[src/rtl/dmem_arb_pkg.sv]
// dmem_arb_pkg
// Shared definitions for the data-memory arbiter slice: FSM state encoding,
// requester port IDs and the byte-enable width of a 32-bit word.
// Optional feature macro used by this slice: DMEM_ARB_SUBWORD_EN.
package dmem_arb_pkg;

  // ST_RMW_WR is only ever entered when DMEM_ARB_SUBWORD_EN is defined; the
  // encoding is kept in every build so both variants share one state type.
  typedef enum logic [1:0] {
    ST_IDLE   = 2'd0,
    ST_ACCESS = 2'd1,
    ST_RMW_WR = 2'd2
  } arb_state_t;

  // Requester IDs: port 0 is the core load/store unit, port 1 the debug/DMA loader.
  localparam logic PORT_LSU = 1'b0;
  localparam logic PORT_DBG = 1'b1;

  localparam int DMEM_DATA_W = 32;
  localparam int BE_W        = DMEM_DATA_W / 8;

endpackage

[src/rtl/dmem_arbiter_rr_arb2.sv]
// rr_arb2
// Two-input round-robin grant generator.
// Ports:
//   clk, rst  - clock and asynchronous active-high reset
//   valid     - request valids, bit 0 = port 0, bit 1 = port 1
//   update    - strobe: a grant was consumed this cycle, advance the pointer
//   grant     - one-hot grant (combinational)
//   ptr       - registered priority pointer (port favoured on a tie)
module rr_arb2
  import dmem_arb_pkg::*;
(
  input  logic       clk,
  input  logic       rst,
  input  logic [1:0] valid,
  input  logic       update,
  output logic [1:0] grant,
  output logic       ptr
);

  // A lone requester always wins; on a tie the pointer decides.
  always_comb begin
    grant = 2'b00;
    if (valid == 2'b11) begin
      grant = ptr ? 2'b10 : 2'b01;
    end else begin
      grant = valid;
    end
  end

  // After a grant is consumed the pointer names the port that was not served,
  // so two continuously-valid requesters alternate.
  always_ff @(posedge clk or posedge rst) begin
    if (rst) begin
      ptr <= PORT_LSU;
    end else if (update) begin
      ptr <= ~grant[1];
    end
  end

endmodule

[src/rtl/dmem_arbiter.sv]
// dmem_arbiter
// Shares one single-port word-addressed data memory between the core
// load/store unit (port 0) and the debug/DMA loader (port 1). Requests use a
// valid/ready handshake, are arbitrated round-robin and answered with a
// registered one-cycle response pulse.
// Ports:
//   clk, rst                 - clock and asynchronous active-high reset
//   reqN_valid/ready         - request handshake for port N
//   reqN_we/addr/wdata/be    - write flag, word address, write data, byte enables
//   rspN_valid/rdata         - response pulse and read data (pre-write data on writes)
//   mem_addr/wdata/we        - registered drive of the memory inputs
//   mem_rdata                - combinational read data from the memory
// Optional feature: define DMEM_ARB_SUBWORD_EN to turn partial-byte writes into
// read-modify-write sequences. Without it the be ports are ignored.
module dmem_arbiter
  import dmem_arb_pkg::*;
#(
  parameter int ADDR_W = 32,
  parameter int DATA_W = 32
) (
  input  logic                clk,
  input  logic                rst,
  input  logic                req0_valid,
  output logic                req0_ready,
  input  logic                req0_we,
  input  logic [ADDR_W-1:0]   req0_addr,
  input  logic [DATA_W-1:0]   req0_wdata,
  input  logic [DATA_W/8-1:0] req0_be,
  output logic                rsp0_valid,
  output logic [DATA_W-1:0]   rsp0_rdata,
  input  logic                req1_valid,
  output logic                req1_ready,
  input  logic                req1_we,
  input  logic [ADDR_W-1:0]   req1_addr,
  input  logic [DATA_W-1:0]   req1_wdata,
  input  logic [DATA_W/8-1:0] req1_be,
  output logic                rsp1_valid,
  output logic [DATA_W-1:0]   rsp1_rdata,
  output logic [ADDR_W-1:0]   mem_addr,
  output logic [DATA_W-1:0]   mem_wdata,
  output logic                mem_we,
  input  logic [DATA_W-1:0]   mem_rdata
);

  localparam int BEW = DATA_W / 8;

  arb_state_t        state;
  logic [1:0]        valids;
  logic [1:0]        grant;
  logic              arb_ptr;
  logic              accept;
  logic              acc_port;
  logic              owner;
  logic              sel_we;
  logic [ADDR_W-1:0] sel_addr;
  logic [DATA_W-1:0] sel_wdata;

  assign valids = {req1_valid, req0_valid};

  rr_arb2 u_arb (
    .clk    (clk),
    .rst    (rst),
    .valid  (valids),
    .update (accept),
    .grant  (grant),
    .ptr    (arb_ptr)
  );

  // Requests are only taken while the memory is free.
  assign req0_ready = (state == ST_IDLE) && grant[0];
  assign req1_ready = (state == ST_IDLE) && grant[1];
  assign accept     = req0_ready || req1_ready;

  // Winning port: the pointer on a tie, otherwise whichever port is valid.
  assign acc_port  = (&valids) ? arb_ptr : req1_valid;
  assign sel_we    = acc_port ? req1_we    : req0_we;
  assign sel_addr  = acc_port ? req1_addr  : req0_addr;
  assign sel_wdata = acc_port ? req1_wdata : req0_wdata;

`ifdef DMEM_ARB_SUBWORD_EN
  logic [BEW-1:0]    sel_be;
  logic [BEW-1:0]    lat_be;
  logic              lat_we;
  logic [DATA_W-1:0] lat_wdata;
  logic              sel_full;
  logic              lat_partial;

  assign sel_be      = acc_port ? req1_be : req0_be;
  assign sel_full    = (sel_be == {BEW{1'b1}});
  assign lat_partial = lat_we && (lat_be != {BEW{1'b1}});

  // Replace the enabled bytes of the current word with the new write data.
  function automatic logic [DATA_W-1:0] merge_bytes(
    input logic [DATA_W-1:0] old_word,
    input logic [DATA_W-1:0] new_word,
    input logic [BEW-1:0]    be
  );
    logic [DATA_W-1:0] merged;
    merged = old_word;
    for (int i = 0; i < BEW; i++) begin
      if (be[i]) begin
        merged[i*8 +: 8] = new_word[i*8 +: 8];
      end
    end
    return merged;
  endfunction
`else
  logic be_unused;
  assign be_unused = ^{req0_be, req1_be, BEW[0]};
`endif

  // Main FSM. The memory address/data registers are loaded at accept time so
  // that they already present the request during the ACCESS cycle; they then
  // hold until the next accept. mem_we is only high in ACCESS or RMW_WR and
  // clears asynchronously on reset, which drops any in-flight access.
  always_ff @(posedge clk or posedge rst) begin
    if (rst) begin
      state      <= ST_IDLE;
      owner      <= PORT_LSU;
      mem_addr   <= '0;
      mem_wdata  <= '0;
      mem_we     <= 1'b0;
      rsp0_valid <= 1'b0;
      rsp1_valid <= 1'b0;
      rsp0_rdata <= '0;
      rsp1_rdata <= '0;
`ifdef DMEM_ARB_SUBWORD_EN
      lat_be     <= '0;
      lat_we     <= 1'b0;
      lat_wdata  <= '0;
`endif
    end else begin
      rsp0_valid <= 1'b0;
      rsp1_valid <= 1'b0;
      unique case (state)
        ST_IDLE: begin
          if (accept) begin
            owner     <= acc_port;
            mem_addr  <= sel_addr;
            mem_wdata <= sel_wdata;
`ifdef DMEM_ARB_SUBWORD_EN
            lat_be    <= sel_be;
            lat_we    <= sel_we;
            lat_wdata <= sel_wdata;
            // Partial writes read first; the write happens in RMW_WR.
            mem_we    <= sel_we && sel_full;
`else
            mem_we    <= sel_we;
`endif
            state     <= ST_ACCESS;
          end
        end
        ST_ACCESS: begin
          mem_we <= 1'b0;
          if (owner == PORT_DBG) begin
            rsp1_rdata <= mem_rdata;
          end else begin
            rsp0_rdata <= mem_rdata;
          end
`ifdef DMEM_ARB_SUBWORD_EN
          if (lat_partial) begin
            // be == 0 still takes the RMW slot but leaves memory untouched.
            mem_wdata <= merge_bytes(mem_rdata, lat_wdata, lat_be);
            mem_we    <= |lat_be;
            state     <= ST_RMW_WR;
          end else begin
            if (owner == PORT_DBG) begin
              rsp1_valid <= 1'b1;
            end else begin
              rsp0_valid <= 1'b1;
            end
            state <= ST_IDLE;
          end
`else
          if (owner == PORT_DBG) begin
            rsp1_valid <= 1'b1;
          end else begin
            rsp0_valid <= 1'b1;
          end
          state <= ST_IDLE;
`endif
        end
`ifdef DMEM_ARB_SUBWORD_EN
        ST_RMW_WR: begin
          mem_we <= 1'b0;
          if (owner == PORT_DBG) begin
            rsp1_valid <= 1'b1;
          end else begin
            rsp0_valid <= 1'b1;
          end
          state <= ST_IDLE;
        end
`endif
        default: begin
          mem_we <= 1'b0;
          state  <= ST_IDLE;
        end
      endcase
    end
  end

endmodule

[config.mk]
export PLATFORM = sky130hd
export DESIGN_NAME = dmem_arbiter
export DESIGN_NICKNAME = d
export VERILOG_FILES = /design/src/rtl/dmem_arb_pkg.sv /design/src/rtl/dmem_arbiter_rr_arb2.sv /design/src/rtl/dmem_arbiter.sv
export SDC_FILE = /design/constraint.sdc
export NUM_CORES = 1
export LEC_CHECK = 0
export CORE_MARGIN = 2
export CORE_UTILIZATION = 26
export DETAILED_ROUTE_END_ITERATION = 6
export SLEW_MARGIN = 20
export SYNTH_ARGS = -nofsm -noshare
export SYNTH_HDL_FRONTEND = slang
export SYNTH_SLANG_ARGS = --single-unit
[constraint.sdc]
create_clock -name clk -period 13.05 [get_ports clk]
set_clock_uncertainty 0.15 [all_clocks]
set_input_delay 1.305 -clock clk [delete_from_list [all_inputs] [get_ports clk]]
set_output_delay 1.305 -clock clk [all_outputs]
set_load 0.02 [all_outputs]
* Word-level counts from Yosys, hierarchy flattened
Index checks and enable logic that the tools add are counted.
** Operators by class
- Bitwise operators :: 2
- Muxes and demuxes :: 14
- Reduce and logical (&&, ||, !) cells :: 8
- Equality and inequality tests :: 3
** Operator list (number)
- 32-bit 2-to-1 mux :: 2
- 1-bit 2-to-1 mux :: 8
- 2-bit 2-to-1 mux :: 4
- 2-bit AND reduction :: 4
- 2-bit by 1-bit equality test with 1-bit output, second input constant :: 1
- 2-bit equality test, second input constant :: 1
- 1-bit logical AND :: 2
- 2-bit logical NOT :: 1
- 2-bit != test, second input constant :: 1
- 1-bit inverter :: 2
- 1-bit logical OR :: 1
** Storage, ports and cells
- Bits of input ports :: 174
- Logic and storage cells :: 37
- Output and inout port bits :: 133
- Register bits after elaboration :: 135

* Depth between registers and ports, before layout
Gate-level depths: netlist (run 1).
- Depth after elaboration :: 6
- Depth in mapped cells :: 7
- Mapped depth without buffers :: 3

* By module
From an unflattened synthesis (run 1), not the netlist that was laid out.
** Unflattened totals
- Cell total of the unflattened synthesis :: 529
- Area total of the unflattened synthesis :: 5916.9 µm²
** Modules (own cells, without submodules)
- dmem_arbiter :: area each 5856.9 µm², cells each 522, times used 1
- rr_arb2 :: area each 60.1 µm², cells each 7, times used 1

* Worst setup path before layout (run 1)
Ideal clock, no wire load.
- Kind :: input-to-output
- Start point :: input req0_valid
- End point :: output req1_ready
- Stages :: 5
- Slack :: 9.472 ns
- Arrival time :: 2.123 ns
- Data required time :: 11.595 ns
- Cells stage by stage :: nand2b_1 > buf_2 > buf_2 > nand2_1 > nor2_1
** On the way
- Word-level cells in the longest chain between the ends :: 3
** Ends and longest elaborated chain
- from (decl) :: line dmem_arbiter.sv:23 : input logic req0_valid,
- 2-bit equality test :: line dmem_arbiter_rr_arb2.sv:23 : if (valid == 2'b11) begin
- 2-bit 2-to-1 mux :: line dmem_arbiter_rr_arb2.sv:23
- 1-bit logical AND :: line dmem_arbiter.sv:71 : assign req1_ready = (state == ST_IDLE) && grant[1];
- to (decl) :: line dmem_arbiter.sv:32 : output logic req1_ready,
No other way between the ends.

* Worst setup path after layout (run 1)
- Start point :: input req0_valid
- End point :: output req0_ready
** On the way
- Word-level cells in the longest chain between the ends :: 3
** Ends and longest elaborated chain
- 2-bit equality test :: line dmem_arbiter_rr_arb2.sv:23
- 2-bit 2-to-1 mux * :: line dmem_arbiter_rr_arb2.sv:23
- 1-bit logical AND * :: line dmem_arbiter.sv:70 : assign req0_ready = (state == ST_IDLE) && grant[0];
- to (decl) :: line dmem_arbiter.sv:24 : output logic req0_ready,
Every way passes the cells marked *; elsewhere a longest branch is shown, timed or not.

==> results.md, run 1 <==
- Share of power burned in the clock network: 0.271
- RSZ-0062 raised after global routing: no
- Share of layout cells above drive strength 1: 0.135
- Global route overflow: 0
- Die X: between 150 and 200 microns
- Hold Path Class: flop to flop
- Die area: around 0.023 sq mm
- NumNets Final: 974
- Maxcap violations: 0
- P_leak: 3.76 nW
- Die span in y: 153 microns
- Area of the multi-input gates: 0.00210 sq mm
- Synthesized cell area: 0.00573 sq mm
- Rel. slew slack: 0.398
- Total vias in the final route: 5,115
- Power Dens Cells: 200 mW/mm^2
- Seq pwr share: 0.328
- Area delta synth->final: 65.6%
- Sw Ratio: 0.339
- Final setup viols: 0
- Boundary Pins: 307
- TritonRoute pass-1 iters: 4
- DR WL/cell: between 15 and 20 microns
- CP peak stage delay: approximately 0.63 ns
- First-pass GRT wire length: approximately 29 mm
- TNS Setup: 0 ns
- CP startpoint kind: input pin
- Std-Cell Rows: 54
- Post_cts resized: 0
- Residual DRC count: 0
- Post-DP Area: 0.00887 sq mm
- Sequential cell area fraction in the yosys report: 0.585
- Hold_buf cts: 0
- Finished Layout Cells: 1,093
- Routed wire length: approximately 19 mm
- Initial antenna violation count: 0
- Storage element area: between 0.003 and 0.004 sq mm
- CP Buf/Inv Count: 2
- Clk pin slew, worst setup/hold paths: 0.06 ns
- CTS Root Cell: clkbuf_16
- Fin crit share: 0.331
- Post-synthesis register bit count: 134
- Diodes inserted: 0
- Clk sink count: 134
- Largest net degree at the start of global routing: 87
- Distinct cell type count after synthesis: 22
- Core area: between 0.02 and 0.025 sq mm
- Crit-path cells: clkdlybuf4s50_1, nor2b_1, and2_1, clkdlybuf4s50_1
- Cell mode on critical path: clkdlybuf4s50_1
- Final Util: 0.436
- Top cell family by delay on the critical path: buffers and inverters
- CP required: approximately 12 ns
- Outcome: finished clean
- ANT nets after route: 0
- CTS max path bufs: 2
- CP Max Fanout: 4
- Fillers: 2,081
- Syn Area/Cell: 10.9 sq um
- Postcts setup bufs: 0
- Clk_lat worst skew: a little over 0.4 ns
- CP endpoint kind: output port
- H-tree levels: 4
- IO buf count: 298
- Crit path time final: about 4.3 ns
- Post-route design area: 0.00950 sq mm
- Endpoints failing hold: 0
- Slowest-stage cell, CP: clkdlybuf4s50_1
- Max VDD drop: 0.0000740 V
- Comb power frac: 0.401
- Post-Syn Nets: 700
- Placed cell count: 1,061
- Cells after Synth: between 500 and 600
- TritonCTS buffer count: 17
- Via density: 4.68
- Worst Path Arrival: 2.86 ns
- Hold Slack: around 0.35 ns
- Critical setup path kind: input pin to output port
- Post-detail-place hpwl: 12.4 mm
- Vias in the first global route: 5,173
- Max-slew violations: 0
- Switching power: 0.000642 W
- Worst Tran Pin Value: approximately 0.90 ns
- TritonCTS clock tree: yes
- Yosys Warn Count: 0
- Initial core utilization: 0.264
- GRT Total Usage: 0.160
- Initial DRC count: roughly 140
- Internal: 0.00125 W
- Fmax: 0.232 GHz
- RD Place Congestion: 0.738
==> final timing paths <==
check | depth (start not counted) | to | slack (ns) | from
worst min register to register | 1 | rsp0_rdata[10] | 0.35 | rsp0_rdata[10]
worst min-delay path | 1 | rsp0_rdata[10] | 0.35 | rsp0_rdata[10]
max in group asynchronous | 3 | rsp1_rdata[0] | 10.12 | rst
worst max-delay path | 4 | req0_ready | 8.73 | req0_valid
worst max register to register | 3 | mem_addr[15] | 10.55 | state[0]
min in group asynchronous | 2 | rsp1_rdata[2] | 1.21 | rst
==> layout make-up <==
type	count	area share
flip-flops and latches	134	0.353
well taps	280	0.0369
clock buffers	18	0.0463
inverters	5	0.00250
clock inverters	14	0.0196
multi-input cells	336	0.222
repair buffers	306	0.320
==> through the flow <==
| stage | power (W) | worst slack (ns) |
|---|---|---|
| after global placement | 0.00139 | 8.76 |
| after floorplan | 0.00101 | 8.01 |
| after global routing | 0.00200 | 8.63 |
| after CTS | 0.00193 | 8.75 |
| after detailed placement | 0.00140 | 8.76 |
| final | 0.00190 | 8.73 |
==> power groups by stage <==
stage / logic [W] / clock network (W) / registers, W
after floorplan: 0.000207 / 0 / 0.000801
after global placement: 0.000768 / 0 / 0.000625
after detailed placement: 0.000770 / 0 / 0.000631
after CTS: 0.000771 / 0.000530 / 0.000624
after global routing: 0.000805 / 0.000549 / 0.000646
final: 0.000761 / 0.000514 / 0.000623
==> cells in the mapped netlist, drive strengths merged <==
cell	number	area (sq um)
a31oi	64	400
o22ai	1	6.26
o21ai	65	325
a311oi	1	8.76
inv	5	18.8
mux2	64	721
nand2	4	15.0
and2b	1	7.51
dfrtp	134	3350
o22a	1	8.76
nor2	66	248
nand3	65	325
buf	33	200
o21ba	1	10.0
nor2b	1	6.26
and2	1	6.26
clkbuf	18	67.6
nand2b	1	6.26
==> registers in the layout (all words and copies together) (netlist names) <==
register    flops
rsp1_rdata     32
rsp0_rdata     32
rsp0_valid      1
mem_addr       32
mem_wdata      32
state           1
owner           1
rsp1_valid      1
mem_we          1
u_arb.ptr       1
==> layout by cell type, fill, tap and decap left out, types with 2 or more instances in the layout <==
| cell type | n |
|---|---|
| dfrtp_1 | 134 |
| bufinv_16 | 3 |
| buf_4 | 8 |
| o21ai_0 | 55 |
| inv_6 | 6 |
| o21ai_1 | 10 |
| nand3_1 | 65 |
| clkdlybuf4s50_1 | 297 |
| mux2_2 | 64 |
| inv_8 | 2 |
| clkbuf_16 | 17 |
| clkinv_4 | 2 |
| inv_1 | 3 |
| nor2_1 | 66 |
| nand2_1 | 4 |
| a31oi_1 | 64 |
==> worst reg2reg max path, cell delays in order (launching register included) <==
cell     delay (ns)
dfrtp_1        0.46
o21ba_4        0.66
buf_4          0.76
a31oi_1        0.29
==> per-layer routing <==
metal	global-route usage	wire (microns)	up-vias
met1	0.204	8280	2453
met3	0.0518	1410	15
li1	-	-	2434
met4	0.0401	229	0
met5	0	0	-
met2	0.264	8810	213
==> kinds of logic after synthesis <==
| kind of cell | count (synthesis) | share of synthesized area |
|---|---|---|
| AO/OA/AOI/OAI | 133 | 0.132 |
| buffers and inverters | 56 | 0.0500 |
| flip-flops | 134 | 0.585 |
| multiplexers | 64 | 0.126 |
| AND/OR/NAND/NOR | 139 | 0.107 |
(Power assumes the default switching activity.)
==> inputs of run 2 (changes only) <==
- clock period: 13.05 -> 3.49 ns (I/O delays scaled with it)
==> run 2 against run 1 <==
  * Global-route usage about the same
  * Total power rose to 3.6 times the previous value
  * Hold slack got worse by 0.19 ns
  * Utilization grew 0.098 points
  * Register-to-register slack worse by 9.0 ns
  * Sequential power rose to 3.8 times the previous value
  * First-iteration DRC count is 54% higher
==> results.md, run 2 (synthesized netlist as in run 1, its figures left out) <==
- Outcome: finished clean
- Critical setup path kind: input pin to output port
- P_leak: 3.76 nW
- Total vias in the final route: 5,123
- M3 GR Usage: 0.0589
- Hold-critical path depth: 3
- Gr busiest metal: met2
- Max VDD drop: 0.000350 V
- Placed cell count: 1,065
- Largest net degree at the start of global routing: 76
- Worst Path Arrival: between 1.5 and 2 ns
- Met2 GRT Util: 0.252
- Share of power burned in the clock network: 0.249
- Worst Tran Pin Value: ~0.76 ns
- DR WL/cell: 16.9 microns
- Clk sink count: 134
- Routed wire length: 18.5 mm
- R2R cell count: 4
- CP required: 2.99 ns
- Worst R2R Start: u_arb.ptr
- Post-detail-place hpwl: 12.9 mm
- Maxcap violations: 0
- Crit-path cells: clkdlybuf4s50_1, nor2b_1, and2_1, clkdlybuf4s50_1
- Initial antenna violation count: 0
- Endpoints failing hold: 0
- Area delta synth->final: 66.0%
- ANT nets after route: 0
- Sw Ratio: 0.350
- Power Dens Cells: 727 mW/mm^2
- CP Max Fanout: 4
- Max-slew violations: 0
- Vias in the first global route: 5,202
- Fmax: 0.422 GHz
- Die area: about 0.023 sq mm
- Residual DRC count: 0
- Worst Hold Path EP: owner
- Comb power frac: 0.413
- TritonRoute pass-1 iters: 4
- CP startpoint kind: input pin
- CP Buf/Inv Count: 2
- Core area: 0.0218 sq mm
- Met1 Resource Use GR: 0.207
- CTS Root Cell: clkbuf_16
- Boundary Pins: 307
- GRT Total Usage: 0.160
- CP endpoint kind: output port
- CTS max path bufs: 2
- Hold Path Origin: req1_valid
- Post-route design area: 0.00952 sq mm
- Postcts setup bufs: 0
- Share of layout cells above drive strength 1: 0.140
- Initial core utilization: 0.264
- Rel. slew slack: 0.495
- IO buf count: 298
- TritonCTS clock tree: yes
- Initial DRC count: ~220
- RSZ-0062 raised after global routing: no
- Crit path time final: 2.37 ns
- Std-Cell Rows: 54
- CP peak stage delay: 0.64 ns
- Global route overflow: 0
- Clk pin slew, worst setup/hold paths: 0.06 ns
- Diodes inserted: 0
- TritonCTS buffer count: 17
- NumNets Final: 978
- Fin crit share: 0.679
- TNS Setup: 0 ns
- Post-DP Area: 0.00895 sq mm
- Top cell family by delay on the critical path: buffers and inverters
- RD Place Congestion: between 0.7 and 0.8
- Internal: approximately 0.0045 W
- Via density: 4.67
- Slowest-stage cell, CP: clkdlybuf4s50_1
- Clk_lat worst skew: 0.40 ns
- Post_cts resized: 0
- Finished Layout Cells: 1,097
- Die span in y: between 150 and 200 microns
- Setup crit start: req0_valid
- Hold_buf cts: 0
- Cell mode on critical path: clkdlybuf4s50_1
- H-tree levels: 4
- Reg2Reg Setup Slack: 1.51 ns
- Final setup viols: 0
- Switching power: approximately 0.0024 W
- Seq pwr share: 0.338
- Hold Path Class: input pin to flop
- Most frequent cells in the layout: 297 x clkdlybuf4s50_1, 134 x dfrtp_1, 66 x nor2_1
- Reg-to-Reg End: mem_addr[25]
- Die X: 153 microns
- Commonest non-fill, non-tap cell in the layout: clkdlybuf4s50_1
- First-pass GRT wire length: 29.5 mm
## run 2: layer usage
layer | up-vias | share of wire
li1 | 2439 | -
met3 | 18 | 0.086
met5 | - | 0
met4 | 0 | 0.017
met2 | 222 | 0.46
met1 | 2444 | 0.44
## run 2: worst max path at each step
stage	to	slack, ns	cells past startpoint
after floorplan	mem_addr[0]	1.33	1
after global placement	mem_wdata[30]	1.06	5
after detailed placement	mem_addr[25]	0.98	5
after CTS	req0_ready	1.11	4
after global routing	req0_ready	0.99	4
final	req0_ready	1.12	4
## run 2: final cells by class
cell class / instances / area [sq um]
timing repair buffer: 310 / 3120
clock inverter: 14 / 129
clock buffer: 18 / 439
tap: 280 / 350
sequential: 134 / 3350
inverter: 5 / 22.5
fill: 2117 / 12200
multi-input combinational: 336 / 2100
## run 2: power by group through the flow
stage                     Combinational, W  Sequential [W]  Clock, W
after CTS                          0.00290         0.00235   0.00178
after detailed placement           0.00289         0.00237         0
final                              0.00286         0.00234   0.00172
after global routing               0.00303         0.00243   0.00185
after global placement             0.00289         0.00235         0
after floorplan                   0.000774         0.00300         0
## run 2: through the flow
| stage | util | power [W] | setup WS, ns | hold slack, ns |
|---|---|---|---|---|
| 2_1_floorplan | - | 0.00377 | 1.33 | 0.339 |
| 3_3_place_gp | 0.411 | 0.00523 | 1.06 | 0.335 |
| 3_5_place_dp | 0.411 | 0.00526 | 0.976 | 0.341 |
| 4_1_cts | 0.437 | 0.00703 | 1.11 | 0.143 |
| 5_1_grt | 0.437 | 0.00731 | 0.995 | 0.160 |
| 6_report | 0.437 | 0.00692 | 1.12 | 0.164 |
## run 2: worst reg2reg max path, delay by kind of cell (launching register included)
family                 cells  cell delay [ns]
buffers and inverters      1             0.38
DFF                        1             0.39
and+or+nand+nor            1             0.69
AOI/OAI and AO/OA          2             0.29
